--- src/rtl/mem_port_arbiter_pkg.sv ---
// -----------------------------------------------------------------------------
// mem_port_arbiter_pkg
// Shared definitions for the unified instruction/data memory port: the
// transaction FSM states and the owner encoding. A later cache controller on
// the same port is expected to reuse these.
// -----------------------------------------------------------------------------
package mem_port_arbiter_pkg;

  typedef enum logic [1:0] {
    ST_IDLE = 2'd0,
    ST_BUSY = 2'd1,
    ST_DONE = 2'd2
  } arb_state_e;

  localparam logic OWN_IF  = 1'b0;
  localparam logic OWN_MEM = 1'b1;

endpackage : mem_port_arbiter_pkg

--- src/rtl/mem_port_arbiter.sv ---
// -----------------------------------------------------------------------------
// mem_port_arbiter
// Arbitrates the instruction-fetch (IF) port and the data (MEM) port onto one
// shared, single-ported, variable-latency memory. MEM has priority; IF is
// guaranteed a grant after STARVE_MAX consecutive MEM grants while it waits.
// Each transaction runs IDLE -> BUSY -> DONE, so a held request is never
// re-granted in the cycle its ready pulses.
//
// Ports
//   clk_i, rst_i                clock (rising edge), async active-low reset
//   if_req_i/if_addr_i          fetch request + address (held until ready)
//   if_data_o/if_ready_o        registered fetch data + one-cycle ready pulse
//   mem_req_i/mem_we_i/
//   mem_addr_i/mem_wdata_i      data request fields (held until ready)
//   mem_rdata_o/mem_ready_o     registered read data + one-cycle ready pulse
//   stall_o                     combinational pipeline stall
//   ext_req_o/ext_we_o/
//   ext_addr_o/ext_wdata_o      registered shared-memory request
//   ext_ack_i/ext_rdata_i       shared-memory completion + read data
// -----------------------------------------------------------------------------
module mem_port_arbiter
  import mem_port_arbiter_pkg::*;
#(
  parameter int unsigned ADDR_W     = 32,
  parameter int unsigned DATA_W     = 32,
  parameter int unsigned STARVE_MAX = 4
) (
  input  logic              clk_i,
  input  logic              rst_i,
  input  logic              if_req_i,
  input  logic [ADDR_W-1:0] if_addr_i,
  output logic [DATA_W-1:0] if_data_o,
  output logic              if_ready_o,
  input  logic              mem_req_i,
  input  logic              mem_we_i,
  input  logic [ADDR_W-1:0] mem_addr_i,
  input  logic [DATA_W-1:0] mem_wdata_i,
  output logic [DATA_W-1:0] mem_rdata_o,
  output logic              mem_ready_o,
  output logic              stall_o,
  output logic              ext_req_o,
  output logic              ext_we_o,
  output logic [ADDR_W-1:0] ext_addr_o,
  output logic [DATA_W-1:0] ext_wdata_o,
  input  logic              ext_ack_i,
  input  logic [DATA_W-1:0] ext_rdata_i
);

  localparam int unsigned          CNT_W   = $clog2(STARVE_MAX + 1);
  localparam logic [CNT_W-1:0]     CNT_MAX = CNT_W'(STARVE_MAX);

  arb_state_e        r_state;
  arb_state_e        w_state_nxt;
  logic              r_owner;
  logic [CNT_W-1:0]  r_starve_cnt;
  logic [CNT_W-1:0]  w_starve_nxt;
  logic              w_grant;
  logic              w_grant_owner;
  logic              w_complete;

  logic              r_ext_req;
  logic              r_ext_we;
  logic [ADDR_W-1:0] r_ext_addr;
  logic [DATA_W-1:0] r_ext_wdata;
  logic [DATA_W-1:0] r_if_data;
  logic [DATA_W-1:0] r_mem_rdata;
  logic              r_if_ready;
  logic              r_mem_ready;

  // Next-state, grant selection and starvation counter update.
  always_comb begin
    w_state_nxt   = r_state;
    w_grant       = 1'b0;
    w_grant_owner = OWN_IF;
    w_starve_nxt  = r_starve_cnt;
    w_complete    = 1'b0;
    unique case (r_state)
      ST_IDLE: begin
        if (mem_req_i && if_req_i) begin
          w_grant       = 1'b1;
          w_grant_owner = (r_starve_cnt == CNT_MAX) ? OWN_IF : OWN_MEM;
        end else if (mem_req_i) begin
          w_grant       = 1'b1;
          w_grant_owner = OWN_MEM;
        end else if (if_req_i) begin
          w_grant       = 1'b1;
          w_grant_owner = OWN_IF;
        end
        if (w_grant) begin
          w_state_nxt = ST_BUSY;
        end
        // Counter only grows while IF is waiting; an IF grant or an idle
        // IF port restarts the count.
        if (!if_req_i) begin
          w_starve_nxt = '0;
        end else if (w_grant && (w_grant_owner == OWN_IF)) begin
          w_starve_nxt = '0;
        end else if (w_grant && (r_starve_cnt != CNT_MAX)) begin
          w_starve_nxt = r_starve_cnt + CNT_W'(1);
        end
      end
      ST_BUSY: begin
        if (ext_ack_i) begin
          w_complete  = 1'b1;
          w_state_nxt = ST_DONE;
        end
      end
      ST_DONE: begin
        w_state_nxt = ST_IDLE;
      end
      default: begin
        w_state_nxt = ST_IDLE;
      end
    endcase
  end

  always_ff @(posedge clk_i or negedge rst_i) begin
    if (!rst_i) begin
      r_state      <= ST_IDLE;
      r_owner      <= OWN_IF;
      r_starve_cnt <= '0;
      r_ext_req    <= 1'b0;
      r_ext_we     <= 1'b0;
      r_ext_addr   <= '0;
      r_ext_wdata  <= '0;
      r_if_data    <= '0;
      r_mem_rdata  <= '0;
      r_if_ready   <= 1'b0;
      r_mem_ready  <= 1'b0;
    end else begin
      r_state      <= w_state_nxt;
      r_starve_cnt <= w_starve_nxt;
      // Ready is set on the acknowledged BUSY cycle so that it is visible
      // exactly in DONE, without a combinational path from ext_ack_i.
      r_if_ready   <= 1'b0;
      r_mem_ready  <= 1'b0;
      if (w_grant) begin
        r_owner     <= w_grant_owner;
        r_ext_req   <= 1'b1;
        r_ext_addr  <= (w_grant_owner == OWN_MEM) ? mem_addr_i : if_addr_i;
        r_ext_we    <= (w_grant_owner == OWN_MEM) && mem_we_i;
        r_ext_wdata <= (w_grant_owner == OWN_MEM) ? mem_wdata_i : '0;
      end
      if (w_complete) begin
        r_ext_req <= 1'b0;
        if (r_owner == OWN_IF) begin
          r_if_ready <= 1'b1;
          r_if_data  <= ext_rdata_i;
        end else begin
          r_mem_ready <= 1'b1;
          if (!r_ext_we) begin
            r_mem_rdata <= ext_rdata_i;
          end
        end
      end
    end
  end

  assign if_data_o   = r_if_data;
  assign if_ready_o  = r_if_ready;
  assign mem_rdata_o = r_mem_rdata;
  assign mem_ready_o = r_mem_ready;
  assign ext_req_o   = r_ext_req;
  assign ext_we_o    = r_ext_we;
  assign ext_addr_o  = r_ext_addr;
  assign ext_wdata_o = r_ext_wdata;
  assign stall_o     = (if_req_i & ~r_if_ready) | (mem_req_i & ~r_mem_ready);

endmodule : mem_port_arbiter

--- config.mk ---
export PLATFORM = sky130hd
export DESIGN_NAME = mem_port_arbiter
export DESIGN_NICKNAME = d
export VERILOG_FILES = /design/src/rtl/mem_port_arbiter_pkg.sv /design/src/rtl/mem_port_arbiter.sv
export SDC_FILE = /design/constraint.sdc
export NUM_CORES = 1
export LEC_CHECK = 0
export ABC_AREA = 1
export CAP_MARGIN = 25
export CORE_UTILIZATION = 55
export DETAILED_ROUTE_END_ITERATION = 8
export DONT_BUFFER_PORTS = 1
export GPL_TIMING_DRIVEN = 0
export MAX_ROUTING_LAYER = met4
export PLACE_DENSITY = 0.7
export RECOVER_POWER = 50
export SYNTH_ARGS = -nofsm -noshare
export SYNTH_HDL_FRONTEND = slang
export SYNTH_SLANG_ARGS = --single-unit
--- constraint.sdc ---
create_clock -name clk_i -period 4.1 [get_ports clk_i]
set_input_delay 0.41 -clock clk_i [delete_from_list [all_inputs] [get_ports clk_i]]
set_output_delay 0.41 -clock clk_i [all_outputs]
set_load 0.01 [all_outputs]
==> impl_results.md <==
* Status: finished clean
* Core ar. at 0.0105 mm2
* Worst Tran Pin Value at between 700 and 800 ps
* Starting DRC count in detailed routing at 427
* Logic gate share of total power at approximately 25%
* Psw at 2290 uW
* Slew margin rel. at slightly above 50%
* Count leader, synth: nand2_1
* Synth Warn # at 0
* Hold Path End: mem_rdata_o[15]
* Number of buffers created by CTS at 17
* TNS Setup at 0 ps
* DRC at 0
* Top-area cell type share of the netlist area at 57.0%
* RR Startpoint: r_starve_cnt[0]
* Worst reg2reg path depth at 9
* Synth Cell Area at between 0.006 and 0.007 mm2
* Netlist cell types at 21
* Crit start category: input pin
* Hold_ws at 13.8 ps
* Drt wl/cell at ~17 um
* # diodes at 0
* Fin crit period at 1770 ps
* Pins Over Slew Limit at 0
* Largest area contributor in the netlist: dfrtp_1
* Vias in the first global route at 5176
* Pin count of the biggest net entering global routing at 139
* Final setup violation count at 0
* Quantity of gates resized following cts at 0
* Placed cell area at between 0.006 and 0.007 mm2
* VDD IR-drop max at 398 uV
* Hpwl dp at 11200 um
* Critical Path Fanout Max at 10
* EDFF count, synth at 0
* Ys flop type: dfrtp_1
* Initial antenna violation count at 0
* Initial core utilization at around 58%
* F_max at 565 MHz
* Slowest stage delay, CP at ~380 ps
* # nets final at 923
* Arrival time at the worst endpoint at 1360 ps
* Clock slew at reported path FFs at 60 ps
* Area grow syn2layout at 18.8%
* Pwr dens at 797 mW/mm2
* Drt pass-1 iters at 4
* WL final at 16000 um
* Port bufs at 0
* # clock sinks at approximately 140
* Static leakage at between 0.003 and 0.004 uW
* Setup bufs post-CTS at 0
* Via count at 5037
* Deepest clock path buffer count at 2
* Unrepaired setup endpoints after global routing: no
* Die span in y at ~110 um
* P_int at 3440 uW
* Syn nets at roughly 870
* Crit-path cells: buf_2 > clkbuf_1 > inv_1 > o22ai_1
* Hold path cells at 2
* Post-Synthesis Cells at 733
* CP max stage cell: clkbuf_1
* Die area at 0.0114 mm2
* CP delay by family, top: buffers and inverters
* Synth top cells by count: nand2_1, dfrtp_1, inv_1
* Post-synthesis sequential element count at 138
* R2R setup slack at approximately 2400 ps
* CTS tree: built
* Tcrit/Tclk final at between 40% and 50%
* Clock Skews at 8.77 ps
* Fin area at just over 0.007 mm2
* First-pass GRT wire length at 25200 um
* Crit. End Element: output port
* Final hold violations at 0
* CP bufs+invs at 3
* Via density per instance at 5.38
* Min-Delay Path Class: input pin to flip-flop
* Max cap viols at 0
* Hold_sp: ext_rdata_i[15]
* Total power draw at 5730 uW
* CTS H-tree depth at 4
* Share of cells above drive strength 1 at under 10%
* Root buffer cell: clkbuf_8
* Remaining Overflow, GRT at 0
* Sequential share of the synthesized area at 57.0%
* GRT Util Overall at 29.8%
* Sw Share at about 40%
* RR Endpoint: ext_addr_o[13]
* # IOs at between 200 and 300
* WS Path Type: input pin to output port
* Placer Congestion at between 0.8 and 0.9
* CP Data Required Time at 3690 ps
* Clock Power Share at 26.9%
* DIE WIDTH at 107 um
* Post-synth ARST share at 100%
* Worst skew pair latency at 520 ps
* Top cells by area, synth: dfrtp_1, nand2_1, inv_1, o21ai_0, o21ai_1
* CP startpoint: mem_req_i
* # rows at 37
* Synth Area per Inst at 8.26 um2
* Reg power frac at 47.7%
* Antenna-violating nets left at 0
* Final worst slack at 2330 ps
* DP Worst Slack at roughly 2300 ps
## power groups by stage
stage          Sequential, uW  Clock, uW  Combinational, uW
2_1_floorplan            2570          0               1080
3_3_place_gp             2740          0               1330
3_5_place_dp             2750          0               1400
4_1_cts                  2740       1560               1460
5_1_grt                  2800       1620               1700
6_report                 2730       1540               1460
## final cells by class
class | count | area (um2)
Clock buffer | 22 | 463
Inverter | 107 | 402
Buffer | 46 | 230
Tap cell | 136 | 170
Fill cell | 862 | 3310
Multi-Input combinational cell | 442 | 1970
Sequential cell | 138 | 3450
Timing Repair Buffer | 35 | 368
Clock inverter | 10 | 140
## flip-flops by register name (all words and copies together) (netlist names)
name / flops
r_state: 2
r_starve_cnt: 3
mem_rdata_o: 32
if_ready_o: 1
mem_ready_o: 1
if_data_o: 32
ext_addr_o: 32
ext_we_o: 1
r_owner: 1
ext_wdata_o: 32
ext_req_o: 1
## routing by layer
layer / wire, um / global-route usage [%] / vias up
li1: - / - / 2394
met2: 8200 / 50.9 / 205
met4: 378 / 11.8 / 0
met3: 1280 / 9.54 / 31
met5: 0 / - / -
met1: 6160 / 32.3 / 2407
## cells by family after synthesis
logic type / share of synthesized area (%)
fa+ha+maj: 0.413
compound gates: 8.76
xor+xnor: 0.145
buf+inv: 10.5
simple gates: 23.2
flops: 57.0
## worst max path at each step
stage / to / slack [ps] / depth (start not counted)
global route: ext_addr_o[25] / 2270 / 7
detailed placement: stall_o / 2340 / 4
floorplan: stall_o / 2560 / 4
CTS: stall_o / 2350 / 4
finish: stall_o / 2330 / 4
global placement: stall_o / 2350 / 4
## layout by cell type, fill, tap and decap left out, drive strengths merged
| master | synthesis | routed |
|---|---|---|
| nand2 | 261 | 261 |
| clkinv | 0 | 3 |
| dfrtp | 138 | 138 |
| ha | 2 | 2 |
| nand3 | 34 | 34 |
| o22ai | 3 | 3 |
| dlygate4sd3 | 0 | 34 |
| o21ai | 100 | 100 |
| nand4 | 33 | 33 |
| o31ai | 1 | 1 |
| clkinvlp | 0 | 3 |
| nor2 | 7 | 7 |
| inv | 107 | 108 |
| bufinv | 0 | 3 |
| xnor2 | 1 | 1 |
| buf | 27 | 27 |
| clkbuf | 19 | 42 |
## through the flow
stage          utilization, %  cells
6_report                 68.5    936
5_1_grt                  68.5    936
4_1_cts                  68.0    931
3_5_place_dp             59.2    869
3_3_place_gp             59.2    869
2_1_floorplan               -    733
## worst register-to-register path: cells and delay by family, from the launching register on
family                   cells  cell delay (ps)
AND/OR/NAND/NOR              5              570
buffers and inverters        3              470
flip-flops                   1              410
adder cells (fa/ha/maj)      1              150
## repair_timing
item,in CTS,in global routing
endpoints found under the hold margin,174,6
hold buffers,30,5
setup endpoints to repair,0,0
Note: power is estimated with default switching activity, not from simulation.
